==> src/rtl/alsu_cmd_sequencer.sv <==
// alsu_cmd_sequencer
// Buffers packed ALSU commands in a small FIFO and issues them one at a time
// to an external ALSU. Each result is captured once the ALSU's two register
// stages have settled, and is then offered downstream until accepted.
//
// Ports
//    clk, rst         rising-edge clock, asynchronous active-high reset
//    cmd_valid        upstream command offered
//    cmd_ready        FIFO has room; transfer on cmd_valid && cmd_ready
//    cmd_data         {opcode, A, B, cin, serial_in, red_op_A, red_op_B,
//                      bypass_A, bypass_B, direction}
//    alsu_*           registered command fields driven into the ALSU
//    alsu_out         ALSU result
//    alsu_leds        ALSU leds, non-zero flags an invalid operation
//    res_valid        captured result available
//    res_ready        downstream accepts; transfer on res_valid && res_ready
//    res_data         captured ALSU result
//    res_invalid      alsu_leds was non-zero when the result was captured
module alsu_cmd_sequencer #(
   parameter int FIFO_DEPTH = 4
) (
   input  logic        clk,
   input  logic        rst,
   input  logic        cmd_valid,
   output logic        cmd_ready,
   input  logic [15:0] cmd_data,
   output logic [2:0]  alsu_A,
   output logic [2:0]  alsu_B,
   output logic [2:0]  alsu_opcode,
   output logic        alsu_cin,
   output logic        alsu_serial_in,
   output logic        alsu_red_op_A,
   output logic        alsu_red_op_B,
   output logic        alsu_bypass_A,
   output logic        alsu_bypass_B,
   output logic        alsu_direction,
   input  logic [5:0]  alsu_out,
   input  logic [15:0] alsu_leds,
   output logic        res_valid,
   input  logic        res_ready,
   output logic [5:0]  res_data,
   output logic        res_invalid
);

   localparam int AW = $clog2(FIFO_DEPTH);
   localparam logic [AW:0]   FULL_COUNT = (AW+1)'(FIFO_DEPTH);
   localparam logic [AW-1:0] PTR_STEP   = AW'(1);
   localparam logic [AW:0]   CNT_STEP   = (AW+1)'(1);

   typedef enum logic [2:0] {
      IDLE,
      ISSUE,
      WAIT,
      CAPTURE,
      RESP
   } state_t;

   state_t        state_q;
   logic [15:0]   fifoMem_q [FIFO_DEPTH];
   logic [AW-1:0] wrPtr_q, wrPtr_d;
   logic [AW-1:0] rdPtr_q, rdPtr_d;
   logic [AW:0]   count_q, count_d;
   logic          push;
   logic          pop;
   logic [15:0]   headCmd;

   // A full FIFO refuses new commands even when a pop happens in the same
   // cycle, so a stalled upstream command simply waits one more cycle.
   assign cmd_ready = (count_q != FULL_COUNT);
   assign push      = cmd_valid && cmd_ready;
   assign pop       = (state_q == IDLE) && (count_q != '0);
   assign headCmd   = fifoMem_q[rdPtr_q];

   // Next pointer and occupancy values; a simultaneous push and pop leaves
   // the occupancy unchanged while both pointers advance.
   always_comb begin
      wrPtr_d = wrPtr_q;
      rdPtr_d = rdPtr_q;
      count_d = count_q;
      if (push) begin
         wrPtr_d = wrPtr_q + PTR_STEP;
      end
      if (pop) begin
         rdPtr_d = rdPtr_q + PTR_STEP;
      end
      if (push && !pop) begin
         count_d = count_q + CNT_STEP;
      end else if (!push && pop) begin
         count_d = count_q - CNT_STEP;
      end
   end

   // FIFO bookkeeping registers. Reset empties the queue at once; stale
   // storage contents are never read because the count is zero.
   always_ff @(posedge clk or posedge rst) begin
      if (rst) begin
         wrPtr_q <= '0;
         rdPtr_q <= '0;
         count_q <= '0;
      end else begin
         wrPtr_q <= wrPtr_d;
         rdPtr_q <= rdPtr_d;
         count_q <= count_d;
      end
   end

   // FIFO storage needs no reset since the pointers define what is valid.
   always_ff @(posedge clk) begin
      if (push) begin
         fifoMem_q[wrPtr_q] <= cmd_data;
      end
   end

   // Issue/capture sequencer. The alsu_* registers keep the last issued
   // command applied, so the ALSU keeps re-executing it; ISSUE and WAIT
   // cover the ALSU's input and output register stages before CAPTURE
   // samples the result exactly once.
   always_ff @(posedge clk or posedge rst) begin
      if (rst) begin
         state_q        <= IDLE;
         alsu_opcode    <= '0;
         alsu_A         <= '0;
         alsu_B         <= '0;
         alsu_cin       <= 1'b0;
         alsu_serial_in <= 1'b0;
         alsu_red_op_A  <= 1'b0;
         alsu_red_op_B  <= 1'b0;
         alsu_bypass_A  <= 1'b0;
         alsu_bypass_B  <= 1'b0;
         alsu_direction <= 1'b0;
         res_valid      <= 1'b0;
         res_data       <= '0;
         res_invalid    <= 1'b0;
      end else begin
         case (state_q)
            IDLE: begin
               if (pop) begin
                  {alsu_opcode, alsu_A, alsu_B, alsu_cin, alsu_serial_in,
                   alsu_red_op_A, alsu_red_op_B, alsu_bypass_A,
                   alsu_bypass_B, alsu_direction} <= headCmd;
                  state_q <= ISSUE;
               end
            end
            ISSUE: begin
               state_q <= WAIT;
            end
            WAIT: begin
               state_q <= CAPTURE;
            end
            CAPTURE: begin
               res_data    <= alsu_out;
               res_invalid <= (alsu_leds != '0);
               res_valid   <= 1'b1;
               state_q     <= RESP;
            end
            RESP: begin
               if (res_ready) begin
                  res_valid <= 1'b0;
                  state_q   <= IDLE;
               end
            end
            default: begin
               state_q <= IDLE;
            end
         endcase
      end
   end

endmodule

==> config.mk <==
export PLATFORM = sky130hd
export DESIGN_NAME = alsu_cmd_sequencer
export DESIGN_NICKNAME = d
export VERILOG_FILES = /design/src/rtl/alsu_cmd_sequencer.sv
export SDC_FILE = /design/constraint.sdc
export NUM_CORES = 1
export LEC_CHECK = 0
export CORE_ASPECT_RATIO = 1.1
export CORE_UTILIZATION = 56
export DETAILED_ROUTE_END_ITERATION = 12
export PLACE_DENSITY = 0.84
export SLEW_MARGIN = 20
export SYNTH_ARGS = -nofsm -noshare
export SYNTH_HDL_FRONTEND = slang
export SYNTH_SLANG_ARGS = --single-unit
export TNS_END_PERCENT = 10
==> constraint.sdc <==
create_clock -name clk -period 6.5 [get_ports clk]
set_clock_uncertainty 0.1 [all_clocks]
set_input_delay 1.625 -clock clk [delete_from_list [all_inputs] [get_ports clk]]
set_output_delay 1.625 -clock clk [all_outputs]
set_load 0.1 [all_outputs]
==> Word level (Yosys, flattened, before mapping) <==
Memories as Yosys holds them, arrays and structs flattened. A register that Yosys moved wholly into a read port is not among the register bits.
Index checks and enable logic that the tools add are counted.
{ "op_classes": {"n_addsub": 4, "eq_ne": 7, "mux": 9, "reduce_logical": 14} }
{ "op_table": {"columns": ["op", "count"], "rows": [
  ["nonzero test 16 bit", 1],
  ["case mux 3 bit (5 select lines)", 1],
  ["two-way mux 3 bit", 4],
  ["== test 3 x 2 -> 1 bit (second input constant)", 2],
  ["AND reduction 2 bit", 3],
  ["adder 2 x 1 -> 2 bit (second input constant)", 2],
  ["logical AND 1 bit", 4],
  ["!= test 2 bit (second input constant)", 2],
  ["nonzero test 2 bit", 2],
  ["adder 3 x 1 -> 3 bit (second input constant)", 1],
  ["== test 3 x 1 -> 1 bit (second input constant)", 1],
  ["== test 3 bit (second input constant)", 1],
  ["zero test 3 bit", 1],
  ["two-way mux 1 bit", 3],
  ["!= test 3 bit (second input constant)", 1],
  ["nonzero test 3 bit", 1],
  ["subtractor 3 x 1 -> 3 bit (second input constant)", 1],
  ["zero test 1 bit", 2],
  ["case mux 1 bit (2 select lines)", 1]
]} }
{ "word_totals": {"regBits": 18, "ramBits": 64, "input_bits": 42, "output_inout_bits": 25, "word_cells": 42, "mem_count": 1} }
{ "memory_table": {"columns": ["name", "depth", "width", "rd", "rd_clocked_by_memory_dff", "write_ports", "line_no", "rtl"], "rows": [
  ["fifoMem_q", 4, 16, 1, 1, 1, "59", "logic [15:0] fifoMem_q [FIFO_DEPTH];"]
]} }

==> Depth between registers and ports, before layout <==
Gate-level depths: netlist (run 1).
{ "depth": {"depth_word": 6, "mapped_depth": 10, "mapped_depth_nobuf": 8} }

==> Worst setup path after synthesis (run 1) <==
Ideal clock, no wire load.
{ "synth_timing": {"path_type": "input to register", "from": "in cmd_valid", "to": "reg count_q[2]", "setup_time_ps": 79, "t_arrival_ps": 2891, "t_required_ps": 6321, "setup_slack_ps": 3430, "path_stages": 7, "n_path_buf": 0, "cell_sequence": "a21boi_2 > ha_1 > inv_1 > fa_1 > xor2_1 > nor2_1 > xor2_1"} }
{ "synth_between": {"elab_chain_cells": 4, "word_cells_on_any_way": 6, "classes_between": "1 x mux; 5 x reduce/logical"} }
{ "synth_rtl": {"columns": ["element", "line_no", "rtl"], "rows": [
  ["start, declared", "24", "input logic cmd_valid,"],
  ["logical AND 1 bit (*)", "70", "assign push = cmd_valid && cmd_ready;"],
  ["zero test 1 bit", "88", "end else if (!push && pop) begin"],
  ["logical AND 1 bit", "88", null],
  ["nonzero test 2 bit (no line)", null, null],
  ["end signal, assigned", "103", "count_q <= count_d;"],
  ["end, declared", "62", "logic [AW:0] count_q, count_d;"]
]} }
Every way passes the cells marked *; elsewhere a longest branch is shown, timed or not.
A chain may end at the register's enable or synchronous reset.

==> Worst setup path after layout (run 1) <==
{ "layout_timing": {"from": "reg count_q[0]", "to": "out cmd_ready"} }
{ "layout_between": {"elab_chain_cells": 1} }
{ "layout_rtl": {"columns": ["element", "line_no", "rtl"], "rows": [
  ["!= test 3 bit", "69", "assign cmd_ready = (count_q != FULL_COUNT);"],
  ["end, declared", "25", "output logic cmd_ready,"]
]} }
Every way passes these cells.

==> results of run 1 <==
-- per-layer routing --
metal	wire [um]	track usage
met4	113	0.09253
met2	3039	0.3066
met5	0	0
met1	2651	0.2518
met3	369	0.04433
-- per-stage QoR --
step	util	worst slack, ns
floorplan	-	3.430
global placement	0.6879	2.892
detailed placement	0.6879	2.837
CTS	0.7161	2.618
global route	0.7161	2.546
finish	0.7161	2.647
-- path summary, 6_finish.rpt --
| kind | cells past startpoint | end | start |
|---|---|---|---|
| worst max-delay path | 3 | cmd_ready | count_q[0]$_DFFE_PP0P_ |
| worst min-delay path | 1 | res_invalid$_DFFE_PP0P_ | res_invalid$_DFFE_PP0P_ |
| worst max register to register | 8 | count_q[2]$_DFFE_PP0P_ | count_q[0]$_DFFE_PP0P_ |
| worst min register to register | 1 | res_invalid$_DFFE_PP0P_ | res_invalid$_DFFE_PP0P_ |
| max in group asynchronous | 3 | rdPtr_q[1]$_DFFE_PP0P_ | rst |
| min in group asynchronous | 3 | rdPtr_q[0]$_DFFE_PP0P_ | rst |
-- cell type report --
cell class | count | area (um^2)
clock buffers | 12 | 135.1
clock inverters | 4 | 51.30
fillers | 434 | 1872
inverters | 4 | 15.01
multi-input cells | 82 | 977.2
flip-flops and latches | 98 | 2773
well taps | 82 | 102.6
repair buffers | 67 | 668.1
-- cells by family (layout without fill, tap and decap cells) --
logic type               count (synthesis)  in the layout  synth area share
flip-flops                              98             98            0.7268
multiplexers                            41             41            0.1761
AND/OR/NAND/NOR                         26             26           0.03805
buffers and inverters                   10             87           0.01705
XOR/XNOR                                 7              7           0.01607
adder cells (fa/ha/maj)                  6              6           0.02165
AO/OA/AOI/OAI                            2              2          0.004262
-- Yosys cell counts (all sizes together) --
cell,count
nor2,5
xor2,2
and2,4
buf,5
a21boi,1
mux2,25
nand4,1
clkbuf,1
a21oi,1
edfxtp,64
nor2b,1
dfrtp,34
fa,1
nand2b,1
nand3b,2
mux4,16
nor4,5
inv,4
or4b,1
xnor2,5
nor3,3
ha,5
nand2,3
-- flip-flops by register name (all words and copies together), names as in the netlist, 2 cells and up --
signal       count
alsu_opcode      3
res_data         6
fifoMem_q       64
alsu_A           3
state_q          3
wrPtr_q          2
rdPtr_q          2
alsu_B           3
count_q          3
-- worst max-delay path: cells and delay by family, from the launching register on --
| family | cells | cell delay (ns) |
|---|---|---|
| flip-flops | 1 | 0.46 |
| buffers and inverters | 1 | 1.12 |
| AND/OR/NAND/NOR | 2 | 0.19 |
==> flow_summary.yaml, run 1 <==
run_status:
  status: "finished clean"
cts:
  cts_root_buf: "clkbuf_8"
  cts_resized: 0
  clk_pin_slew_ns: 0.09
  postCtsSetupRepairBufs: 0
  cts.sinks: 98
  clk_latency_ns: 0.35
  cts_buffer_depth: 2
  numCtsBuffers: 9
  cts_tree: "done"
  htreeDepth: 3
  cts_hold_buf: 0
placement:
  hpwl_mm: 4.034
  numPlacedInstances: 333
  routabilityCongestion: 0.7099
  portBuffers: 66
  dpl_cell_area_mm2: 0.004536
die:
  rows: 31
  die_w_um: 80.70
  start_util: 0.5786
  core_area_mm2: 0.006594
  fp.dieArea_mm2: 0.007147
  io_pins: 67
  die_h_um: 88.57
worst_setup_path:
  cp-start-kind: "register"
  crit_fanout: 5
  cp_slowest_cell: "clkdlybuf4s50_1"
  endpoint_kind: "output port"
  path_class: "reg2out"
  r2r_setup_slack_ns: 3.63
  critPathArrivalTime_ns: 2.13
  crit_required_ns: 4.78
  crit_chain: "nor2_1, nand2_1, clkdlybuf4s50_1"
  slowest_delay_ns: 1.12
logic_synthesis:
  synthTopCellsByArea: "edfxtp_1 50%, dfrtp_1 22%, mux2_2 7.4%"
  synth_cells: 190
  seq_area_frac_synth: 0.7268
  synth_cell_types: 26
  ys_ff_latch: 98
  avgSynthCellArea_um2: 20.08
  syn_area_mm2: 0.003815
  synth-warning-count: 0
  syn_nets: 238
  yosysTopAreaCellShare: 0.5038
  yosys.area.top_type: "edfxtp_1"
cells_and_area:
  design_area_mm2: 0.004722
  final_common_cell: "clkdlybuf4s50_1"
  instances_no_fill: 349
  layout_common_cells: "66 x clkdlybuf4s50_1, 64 x edfxtp_1, 34 x dfrtp_1"
  final_nets: 310
  antenna_cells: 0
  layout-drive-gt1-share: 0.1835
  area_growth_pct: 23.78
grt:
  antenna_found_initial: 0
  grt_pass1_vias: 1868
  grt_max_degree: 35
  grt_use_total: 0.1917
  grt_pass1_wl_mm: 9.384
  grt-ovfl-total: 0
sta:
  hold_viol: 0
  rsz0062_at_grt: "false"
  setup_viol: 0
  slew_violations: 0
  fmax_mhz: 259.5
  fin_crit_ns: 3.853
  finalCritPeriodShare: 0.5928
  holdWs_ns: 0.4083
  maxSlewHeadroom: 0.3261
  tightest_slew_ns: 1.011
  fin_tns_setup_ns: 0
drt:
  drtAntennaViolNets: 0
  routed_wl_mm: 6.173
  drcViolationCount: 0
  vias: 1908
  viasPerCell: 5.467
  drt_iter0_drc: 73
  post_drt_wl_per_cell_um: 17.69
  dr.pass1.iters: 4
worst_hold_path:
  hp-class: "reg2reg"
job:
  max_cap_viol_count: 0
Power of run 1 is not shown: default switching activity piles up to over one toggle a cycle in this logic, so the estimate is an artifact.
==> inputs of run 2 (changes only) <==
Settings changed: CORE_UTILIZATION 56 to 47, PLACE_DENSITY 0.84 to 0.75.
Clock period 6.5 ns to 3.2 ns, I/O delays scaled along.
==> run 2 against run 1 <==
First-iteration DRC count stayed put. Critical path type is now in2reg. Flip-flop and latch count stayed put. Design area is 1.1% higher. Core utilization is 11 points lower. Global-route usage is 2.7 points lower. Critical path depth is 5 higher. Final cell count is 9.7% higher. Worst setup slack worse by 1.7 ns. Clock-buffer cell count is 3 lower. Die area is 19% higher. Non-clock buffer count is 8 higher.
==> flow_summary.yaml, run 2 (synthesis results as in run 1) <==
cts:
  cts_hold_buf: 0
  cts_root_buf: "clkbuf_8"
  cts.sinks: 98
  cts_resized: 0
  cts_tree: "done"
  htreeDepth: 3
  cts_buffer_depth: 2
  postCtsSetupRepairBufs: 0
  clk_pin_slew_ns: 0.10
  numCtsBuffers: 9
  clk_latency_ns: 0.36
cells_and_area:
  top_regs: "fifoMem_q: 64 flops, res_data: 6 flops"
  final_nets: 318
  final_common_cell: "edfxtp_1"
  area_growth_pct: 25.16
  antenna_cells: 0
  regMostFlops: "fifoMem_q"
  layout_common_cells: "64 x edfxtp_1, 41 x clkdlybuf4s50_1, 34 x dfrtp_1, 34 x buf_4, 25 x mux2_2"
  largest_reg_flops: 64
  layout-drive-gt1-share: 0.3091
worst_setup_path:
  crit_chain: "clkdlybuf4s50_1, a21boi_2, ha_1, inv_1, fa_1, xor2_1, nor2_1, xor2_1"
  path_class: "in2reg"
  crit_path_start: "cmd_valid"
  crit_top_cell: "xor2_1"
  critPathArrivalTime_ns: 2.48
  cp_slowest_cell: "clkdlybuf4s50_1"
  cp-start-kind: "input pin"
  crit_fanout: 2
  crit_required_ns: 3.39
  slowest_delay_ns: 0.45
  r2r-start: "rdPtr_q[0]$_DFFE_PP0P_"
  endpoint_kind: "register"
grt:
  grt_pass1_wl_mm: 9.735
  grt_pass1_vias: 1994
  grt_max_degree: 35
  grt-ovfl-total: 0
  antenna_found_initial: 0
  grt_use_total: 0.1650
sta:
  setup_viol: 0
  fmax_mhz: 437.9
  finalCritPeriodShare: 0.7136
  hold_viol: 0
  fin_crit_ns: 2.284
  fin_tns_setup_ns: 0
  maxSlewHeadroom: 0.4938
  rsz0062_at_grt: "false"
  tightest_slew_ns: 0.7593
  slew_violations: 0
die:
  core_area_mm2: 0.007870
  io_pins: 67
  rows: 34
  die_w_um: 87.90
  start_util: 0.4847
  die_h_um: 96.49
  fp.dieArea_mm2: 0.008481
drt:
  drtAntennaViolNets: 0
  post_drt_wl_per_cell_um: 16.74
  vias: 1968
  drcViolationCount: 0
  dr.pass1.iters: 4
  routed_wl_mm: 6.411
  viasPerCell: 5.138
  drt_iter0_drc: 73
job:
  max_cap_viol_count: 0
worst_hold_path:
  hp-start: "alsu_cin$_DFFE_PP0P_"
  hp-class: "reg2reg"
placement:
  hpwl_mm: 4.428
  routabilityCongestion: 0.7046
  portBuffers: 66
run_status:
  status: "finished clean"
-- run 2: cell count changes in the layout (fill, tap and decap cells not counted) --
cell / before / now
buf_4: 1 / 34
clkinvlp_4: 1 / 2
inv_8: 0 / 2
clkinv_4: 0 / 1
clkdlybuf4s50_1: 66 / 41
clkinv_2: 1 / 0
clkbuf_1: 3 / 0
-- run 2: through the flow --
step	util	area [um^2]	instances	setup WS, ns	hold slack [ns]
2_1_floorplan	-	3815	190	0.9547	0.3751
3_3_place_gp	0.5801	4566	367	0.5617	0.3879
3_5_place_dp	0.5801	4566	367	0.5379	0.3962
4_1_cts	0.6067	4775	383	0.9259	0.4180
5_1_grt	0.6067	4775	383	0.8494	0.4355
6_report	0.6067	4775	383	0.9165	0.4136
-- run 2: worst max-delay path, delay by kind of cell --
family	cells	cell delay, ns
XOR/XNOR	2	0.32
buffers and inverters	2	0.51
AND/OR/NAND/NOR	1	0.11
adder cells (fa/ha/maj)	2	0.56
AO/OA/AOI/OAI	1	0.18
-- run 2: layout make-up --
class | instances | area [um^2]
clock buffer | 9 | 123.9
clock inverter | 7 | 85.08
fill | 579 | 3095
inverter | 4 | 15.01
multi-input combinational | 82 | 977.2
sequential | 98 | 2773
tap | 108 | 135.1
timing repair buffer | 75 | 665.6
-- run 2: path summary, 6_finish.rpt --
check                                             end  depth (start not counted)  slack, ns
min reg2reg                      alsu_cin$_DFFE_PP0P_                          1       0.41
min in group asynchronous       res_valid$_DFFE_PP0P_                          3       0.75
max                            count_q[2]$_DFFE_PP0P_                          8       0.92
max in group asynchronous      rdPtr_q[0]$_DFFE_PP0P_                          3       1.94
min                              alsu_cin$_DFFE_PP0P_                          1       0.41
max reg2reg                alsu_direction$_DFFE_PP0P_                          3       1.09
-- run 2: per-layer routing --
metal,vias to the layer above,part of all wire,global-route usage
li1,904,-,-
met1,991,0.40,0.1927
met2,64,0.51,0.2791
met3,9,0.070,0.05777
met4,0,0.016,0.06694
met5,-,0,0
Power of run 2 is left out for the same reason.
==> inputs of run 3 (changes only) <==
Settings changed: CORE_UTILIZATION 47 to 52, PLACE_DENSITY 0.75 to 0.79.
Clock period 3.2 ns to 2.21 ns, I/O delays scaled along.
==> run 3 against run 2 <==
Flip-flop and latch count unchanged. Die area fell by 9.4%. Design area rose by 0.58%. Clock-buffer cell count is 1 higher. Wire length shrank 1.3%. Worst hold slack worse by 0.0023 ns. Via count up 0.20%. Core utilization rose by 7.5 points. Final cell count down 3.9%. Critical endpoint unchanged. Worst setup slack lost 0.74 ns. First-iteration DRC count is 37% higher. Register-to-register slack worse by 0.88 ns.
==> flow_summary.yaml, run 3 (synthesis results as in run 1) <==
run_status:
  status: "finished clean"
drt:
  viasPerCell: 5.359
  drtAntennaViolNets: 0
  wl_met3_um: 401
  post_drt_wl_per_cell_um: 17.20
  dr.pass1.iters: 4
  routed.top_layer: "met4"
  wl_met1_mm: 2.754
  routed-wl-met2_mm: 3.107
  drcViolationCount: 0
  vias: 1972
  drt_iter0_drc: 100
  routed_wl_mm: 6.329
sta:
  holdWs_ns: 0.4113
  maxSlewHeadroom: 0.6915
  fin_tns_setup_ns: 0
  setup_viol: 0
  finalCritPeriodShare: 0.9201
  slew_violations: 0
  rsz0062_at_grt: "false"
  tightest_slew_ns: 0.4628
  fin_crit_ns: 2.033
  fmax_mhz: 491.8
  hold_viol: 0
placement:
  hpwl_mm: 4.321
  routabilityCongestion: 0.6767
  dpl_cell_area_mm2: 0.004622
  portBuffers: 66
  numPlacedInstances: 352
cells_and_area:
  final_common_cell: "edfxtp_1"
  layout-drive-gt1-share: 0.3251
  layout_common_cells: "64 x edfxtp_1, 41 x clkdlybuf4s50_1, 40 x buf_4"
  area_growth_pct: 25.88
  regMostFlops: "fifoMem_q"
  top_regs: "fifoMem_q: 64 flops, res_data: 6 flops"
  design_area_mm2: 0.004802
  final_nets: 326
  largest_reg_flops: 64
  instances_no_fill: 368
  antenna_cells: 0
cts:
  postCtsSetupRepairBufs: 0
  clk_pin_slew_ns: 0.09
  cts.sinks: 98
  cts_root_buf: "clkbuf_8"
  cts_tree: "done"
  cts_hold_buf: 0
  cts_buffer_depth: 2
  cts_resized: 0
  htreeDepth: 3
  clk_latency_ns: 0.35
  numCtsBuffers: 9
die:
  rows: 32
  fp.dieArea_mm2: 0.007683
  start_util: 0.5414
  io_pins: 67
  die_h_um: 91.84
  die_w_um: 83.67
  core_area_mm2: 0.007047
worst_setup_path:
  crit_fanout: 2
  endpoint_kind: "register"
  cp-start-kind: "input pin"
  r2r-start: "count_q[1]$_DFFE_PP0P_"
  r2r_setup_slack_ns: 0.21
  critPathArrivalTime_ns: 2.22
  worstReg2RegEnd: "count_q[2]$_DFFE_PP0P_"
  rr_worst_depth: 8
  crit_required_ns: 2.39
  path_class: "in2reg"
worst_hold_path:
  whs_endpoint: "alsu_cin$_DFFE_PP0P_"
  hp-start: "alsu_cin$_DFFE_PP0P_"
  hold_path_depth: 1
  hp-class: "reg2reg"
grt:
  grt_pass1_vias: 2049
  antenna_found_initial: 0
  grt_max_degree: 35
  grt-ovfl-total: 0
  grt_pass1_wl_mm: 10.21
  grt_use_total: 0.1801
job:
  max_cap_viol_count: 0
==> run 3: area by class of cell <==
| type | count | area (um^2) |
|---|---|---|
| Tap cell | 85 | 106.4 |
| Clock buffer | 10 | 137.6 |
| Timing Repair Buffer | 83 | 750.7 |
| Clock inverter | 6 | 42.54 |
| Fill cell | 467 | 2245 |
| Sequential cell | 98 | 2773 |
| Multi-Input combinational cell | 82 | 977.2 |
| Inverter | 4 | 15.01 |
==> run 3: through the flow <==
| step | worst slack (ns) | util |
|---|---|---|
| 6_report | 0.1765 | 0.6815 |
| 5_1_grt | 0.03225 | 0.6815 |
| 4_1_cts | 0.1720 | 0.6815 |
| 3_5_place_dp | -0.1878 | 0.6559 |
| 3_3_place_gp | -0.1497 | 0.6559 |
| 2_1_floorplan | 0.01866 | - |
==> run 3: how the worst max path moves through the flow <==
stage	cells after the start	endpoint	slack (ns)	startpoint
after CTS	4	cmd_ready	0.17	count_q[0]$_DFFE_PP0P_
final	8	count_q[2]$_DFFE_PP0P_	0.18	cmd_valid
after global routing	8	count_q[2]$_DFFE_PP0P_	0.03	count_q[1]$_DFFE_PP0P_
after detailed placement	8	count_q[2]$_DFFE_PP0P_	-0.19	cmd_valid
after floorplan	10	count_q[2]$_DFFE_PP0P_	0.02	count_q[0]$_DFFE_PP0P_
after global placement	8	count_q[2]$_DFFE_PP0P_	-0.15	cmd_valid
==> run 3: worst max-delay path, cell delays in order <==
cell             delay, ns
clkdlybuf4s50_1       0.45
a21boi_2              0.17
ha_1                  0.18
inv_1                 0.06
fa_1                  0.37
xor2_1                0.17
nor2_1                0.11
xor2_1                0.15
==> run 3: routing by layer <==
layer  vias up  GRT usage
met5         -          0
met3         9    0.05311
met2        66     0.2927
met4         0    0.06356
li1        918          -
met1       979     0.2331
Power of run 3 is left out for the same reason.
